--- config.mk ---
export PLATFORM = sky130hd
export DESIGN_NAME = fifo_ctrl
export DESIGN_NICKNAME = d
export VERILOG_FILES = /design/src/rtl/fifo_ctrl.sv
export SDC_FILE = /design/constraint.sdc
export NUM_CORES = 1
export LEC_CHECK = 0
export ABC_AREA = 1
export BUFFER_PORTS_ARGS = -buffer_cell sky130_fd_sc_hd__buf_2
export CORE_MARGIN = 5
export CORE_UTILIZATION = 35
export DETAILED_ROUTE_END_ITERATION = 8
export GPL_TIMING_DRIVEN = 0
export PLACE_DENSITY_LB_ADDON = 0.25
export SLEW_MARGIN = 5
export SYNTH_ARGS = -nofsm -noshare
export SYNTH_HDL_FRONTEND = slang
export SYNTH_SLANG_ARGS = --single-unit
--- constraint.sdc ---
create_clock -name clk -period 8.89 [get_ports clk]
set_input_delay 0.4445 -clock clk [delete_from_list [all_inputs] [get_ports clk]]
set_output_delay 0.4445 -clock clk [all_outputs]
set_load 0.01 [all_outputs]
--- src/rtl/fifo_ctrl.sv ---
// First-word-fall-through FIFO controller driving a 1-cycle-latency dual-port sram.
// Owns pointers, occupancy and threshold flags, and hides the sram read latency downstream.
module fifo_ctrl #(
  parameter int ADDR_W    = 7,
  parameter int DATA_W    = 16,
  parameter int AFULL_TH  = 120,
  parameter int AEMPTY_TH = 8
) (
  input  logic              clk,
  input  logic              rst_n,
  input  logic              flush,
  input  logic              in_valid,
  output logic              in_ready,
  input  logic [DATA_W-1:0] in_data,
  output logic              sram_wr_en,
  output logic [ADDR_W-1:0] sram_wr_ptr,
  output logic [DATA_W-1:0] sram_din,
  output logic              sram_rd_en,
  output logic [ADDR_W-1:0] sram_rd_ptr,
  input  logic [DATA_W-1:0] sram_dout,
  output logic              out_valid,
  input  logic              out_ready,
  output logic [DATA_W-1:0] out_data,
  output logic [ADDR_W:0]   count,
  output logic              almost_full,
  output logic              almost_empty
);

  localparam int              DEPTH    = 2 ** ADDR_W;
  localparam logic [ADDR_W:0] DEPTH_C  = DEPTH[ADDR_W:0];
  localparam logic [ADDR_W:0] AFULL_C  = AFULL_TH[ADDR_W:0];
  localparam logic [ADDR_W:0] AEMPTY_C = AEMPTY_TH[ADDR_W:0];

  logic [ADDR_W-1:0] wr_ptr;
  logic [ADDR_W-1:0] rd_ptr;
  logic [ADDR_W:0]   mem_cnt;
  logic [ADDR_W:0]   mem_cnt_nxt;
  logic [ADDR_W:0]   count_nxt;
  logic              out_valid_nxt;
  logic              push;

  // rst_n gates the handshakes so nothing reaches the sram while reset is held
  always_comb begin
    in_ready      = rst_n && !flush && (mem_cnt < DEPTH_C);
    push          = in_valid && in_ready;
    sram_wr_en    = push;
    sram_wr_ptr   = wr_ptr;
    sram_din      = in_data;
    sram_rd_en    = rst_n && !flush && (mem_cnt != '0) && (!out_valid || out_ready);
    sram_rd_ptr   = rd_ptr;
    mem_cnt_nxt   = mem_cnt;
    out_valid_nxt = out_valid;
    if (flush) begin
      mem_cnt_nxt   = '0;
      out_valid_nxt = 1'b0;
    end else begin
      case ({push, sram_rd_en})
        2'b10:   mem_cnt_nxt = mem_cnt + (ADDR_W+1)'(1);
        2'b01:   mem_cnt_nxt = mem_cnt - (ADDR_W+1)'(1);
        default: mem_cnt_nxt = mem_cnt;
      endcase
      if (sram_rd_en)
        out_valid_nxt = 1'b1;
      else if (out_valid && out_ready)
        out_valid_nxt = 1'b0;
    end
    count_nxt = mem_cnt_nxt + {{ADDR_W{1'b0}}, out_valid_nxt};
  end

  always_ff @(posedge clk or negedge rst_n) begin
    if (!rst_n) begin
      wr_ptr       <= '0;
      rd_ptr       <= '0;
      mem_cnt      <= '0;
      out_valid    <= 1'b0;
      almost_full  <= 1'b0;
      almost_empty <= 1'b1;
    end else begin
      if (flush) begin
        wr_ptr <= '0;
        rd_ptr <= '0;
      end else begin
        if (push)
          wr_ptr <= wr_ptr + ADDR_W'(1);
        if (sram_rd_en)
          rd_ptr <= rd_ptr + ADDR_W'(1);
      end
      mem_cnt      <= mem_cnt_nxt;
      out_valid    <= out_valid_nxt;
      almost_full  <= (count_nxt >= AFULL_C);
      almost_empty <= (count_nxt <= AEMPTY_C);
    end
  end

  // the sram holds data_out while no read issues, so the head word is stable under backpressure
  assign out_data = sram_dout;
  assign count    = mem_cnt + {{ADDR_W{1'b0}}, out_valid};

endmodule
==> run metrics <==
status completed; final antenna-violating net count 0; share of post-route cells with drive strength above 1 31.50%; synth top area cells dfrtp_1, nand2_1, buf_4; R2R Setup Slk 5.36 ns; Ys Warns 0; Reg-to-Reg End almost_empty; RSZ-0062 raised after global routing no; post-synth top area share 27.49%; Seq pwr share 37.2%; final worst setup slack 5.181 ns; Final period util 41.72%; Vias/cell approximately 4.5; Slew HR 60.04%; routing usage on met3 under 10%; Synth Area in Simple Gates 32.47%; Layout fillers 637; Cells after Synth between 300 and 400; Top delay family on crit path simple AND/OR/NAND/NOR gates; mapped cell area 2185 um2; Power Dens Cells 143.6 nW/um2; Ant. Diodes 0; final-report setup violation count 0; most common cell after layout, fill and taps aside nand2_1; Required @ worst endpoint ~9.1 ns; final wirelength 5204 um; top-level port count a little under 100; total power draw 0.3796 mW; critical path depth 20; Tmin final 3.709 ns; GRT busiest layer met2; initial DRC count 86; largest area contributor in the synthesized netlist dfrtp_1; syn_nets around 360; Layout Area Growth over Synthesis 21.02%; CP most frequent cell nand2_1; row cnt 28; initial antenna violation count 0; adder and majority gate portion of the synthesized area between 8 and 9%; Setup crit start rst_n; Tot GR Track Use 13.26%; NumNets Final 433; crit start category input port; Crit path largest cell delay around 0.48 ns; hold crit path type input port to async pin; crit-path max FO 26; Worst path slowest cell fa_1; Die ar. about 7900 um2; Yosys reg bits 25; Final Util about 44%; part of the power in combinational logic around 45%; Vias 2073; CTS Buf Count 3; met1 global-route usage 17.42%; Crit path buffers/inverters 5; worst setup path class input port to flip-flop; path depth of the worst reg2reg path 21; port buffer count 64; Initial Util 36.47%; XOR/XNOR share of the synthesized area 2.806%; CTS tree yes; syn_area_per_cell 6.980 um2; sequential share of the synthesized area 28.69%; Post-DP HPWL 4238 um; internal power approximately 0.23 mW; GRT met2 Usage 22.74%; number of global-route vias before repair 1956; # Post-CTS Setup Buffers 0; core footprint around 6000 um2; Hold Vio Cnt, Final 0; chip width about 89 um; die extent in y 89.01 um; Max-Cap Viols 0; leakage dissipation 1.477 nW; Net Sw Power between 0.15 and 0.2 mW; Routability Congestion 0.8317; Final TNS setup 0 ns; clock root cell clkbuf_8; worst path cell trace buf_2 -> inv_1 -> nor3_1 -> nand2_1 -> inv_1 -> ha_1 -> fa_1 -> or2_1 -> nand3_1 -> inv_1 -> ha_1 -> inv_1 -> nor2_1 -> nand3_1 -> nand2_1 -> nand2_1 -> nand2_1 -> nor2_2 -> nand2_1 -> nor2_1; Final Max Slew Viols 0; Place WS slightly below 5 ns; hold buffers post-CTS 0; # DRC 0; largest net degree at the start of global routing 27; most frequent cells in the layout nand2_1, buf_2, inv_1; # H-tree levels 1; CTS sink count 25; first-pass GRT wire length between 8000 and 9000 um; Tightest Pin Transition roughly 0.6 ns; Synth Area in Compound Gates 7.503%; Layout Skew 0.002257 ns; Clock power frac 17.9%; Worst R2R Start mem_cnt[7]; CP endpoint kind flip-flop; worst path arrival time between 3 and 4 ns; Pre-Repair DR Iteration Count 4; VDD IR-drop max 0.06260 mV; sw frac a little over 40%; WL per Instance 11.41 um; post-synthesis mux area share 0%; largest family of logic cells by synthesized area simple AND/OR/NAND/NOR gates; Unique masters post-synth 31; CP endpoint almost_empty; Skew-Pair Late Insertion Delay 0.27 ns; remaining global-route overflow 0; achievable frequency 269.6 MHz; Resize count post-CTS 0; clock-pin slew on the worst setup and hold paths 0.09 ns; deepest clock path buffer count 2
-- cell families after synthesis --
group	Yosys count
AO/OA/AOI/OAI	29
XOR/XNOR	7
adder cells (fa/ha/maj)	14
buffers and inverters	84
flip-flops	25
AND/OR/NAND/NOR	154
-- metrics by stage --
step	cell area (um2)	hold WS, ns	std cells
after global placement	2599	0.4822	452
final	2644	0.1723	456
after floorplan	2185	0.1489	313
after CTS	2644	0.1911	456
after global routing	2644	0.2212	456
after detailed placement	2599	0.4885	452
-- cell type report --
type / count / area, um2 / share of cell area, %
Inverter: 49 / 183.9 / 6.957
Timing Repair Buffer: 64 / 320.3 / 12.12
Tap cell: 75 / 93.84 / 3.549
Clock buffer: 4 / 45.04 / 1.704
Multi-Input combinational cell: 204 / 1117 / 42.26
Buffer: 35 / 256.5 / 9.702
Sequential cell: 25 / 626.9 / 23.71
-- cell usage after synthesis --
cell type / n
buf_2: 1
nand3_1: 27
xnor2_1: 1
nor3_1: 5
nand4_1: 6
nand2_2: 6
nand3b_1: 2
nor2_4: 2
a21boi_4: 1
nor3b_1: 1
nor3_4: 1
nor3_2: 1
clkbuf_1: 1
o21ai_1: 2
a21oi_1: 15
nand2_1: 76
a21oi_2: 1
o21ai_0: 9
inv_1: 46
ha_1: 13
dfrtp_1: 24
fa_1: 1
a31oi_1: 1
buf_4: 33
xor2_1: 6
or2_1: 1
dfstp_2: 1
nor2_2: 2
nand4_2: 1
inv_2: 3
nor2_1: 23
-- registers in the layout, summed over array words and instances (netlist names) --
register / count
almost_empty: 1
almost_full: 1
mem_cnt: 8
sram_rd_ptr: 7
out_valid: 1
sram_wr_ptr: 7
-- power groups by stage --
stage | clock (mW) | sequential (mW) | combinational, mW
after global routing | 0.0751 | 0.144 | 0.197
after CTS | 0.0707 | 0.141 | 0.173
after detailed placement | 0 | 0.143 | 0.172
after floorplan | 0 | 0.142 | 0.123
after global placement | 0 | 0.143 | 0.171
final | 0.0679 | 0.141 | 0.171
-- worst min path at each step --
stage / start / endpoint / slack [ns] / cells after the start
after global placement: rst_n / sram_rd_ptr[2] / 0.48 / 1
after floorplan: rst_n / almost_full / 0.15 / 0
after global routing: rst_n / mem_cnt[3] / 0.22 / 1
after detailed placement: rst_n / sram_rd_ptr[2] / 0.49 / 1
final: rst_n / sram_rd_ptr[2] / 0.17 / 1
after CTS: rst_n / sram_wr_ptr[5] / 0.19 / 1
-- worst reg2reg max path: cells and delay by family (launching register included) --
family                   cells  cell delay, ns
AND/OR/NAND/NOR             14            1.38
adder cells (fa/ha/maj)      3            1.14
buffers and inverters        4            0.47
flip-flops                   1            0.46
-- routing by layer --
metal / vias to the layer above / part of all wire [%]
li1: 1093 / -
met2: 71 / 46
met3: 6 / 8.5
met4: 0 / 1.2
met5: - / 0
met1: 903 / 45
Note: power is estimated with default switching activity, not from simulation.
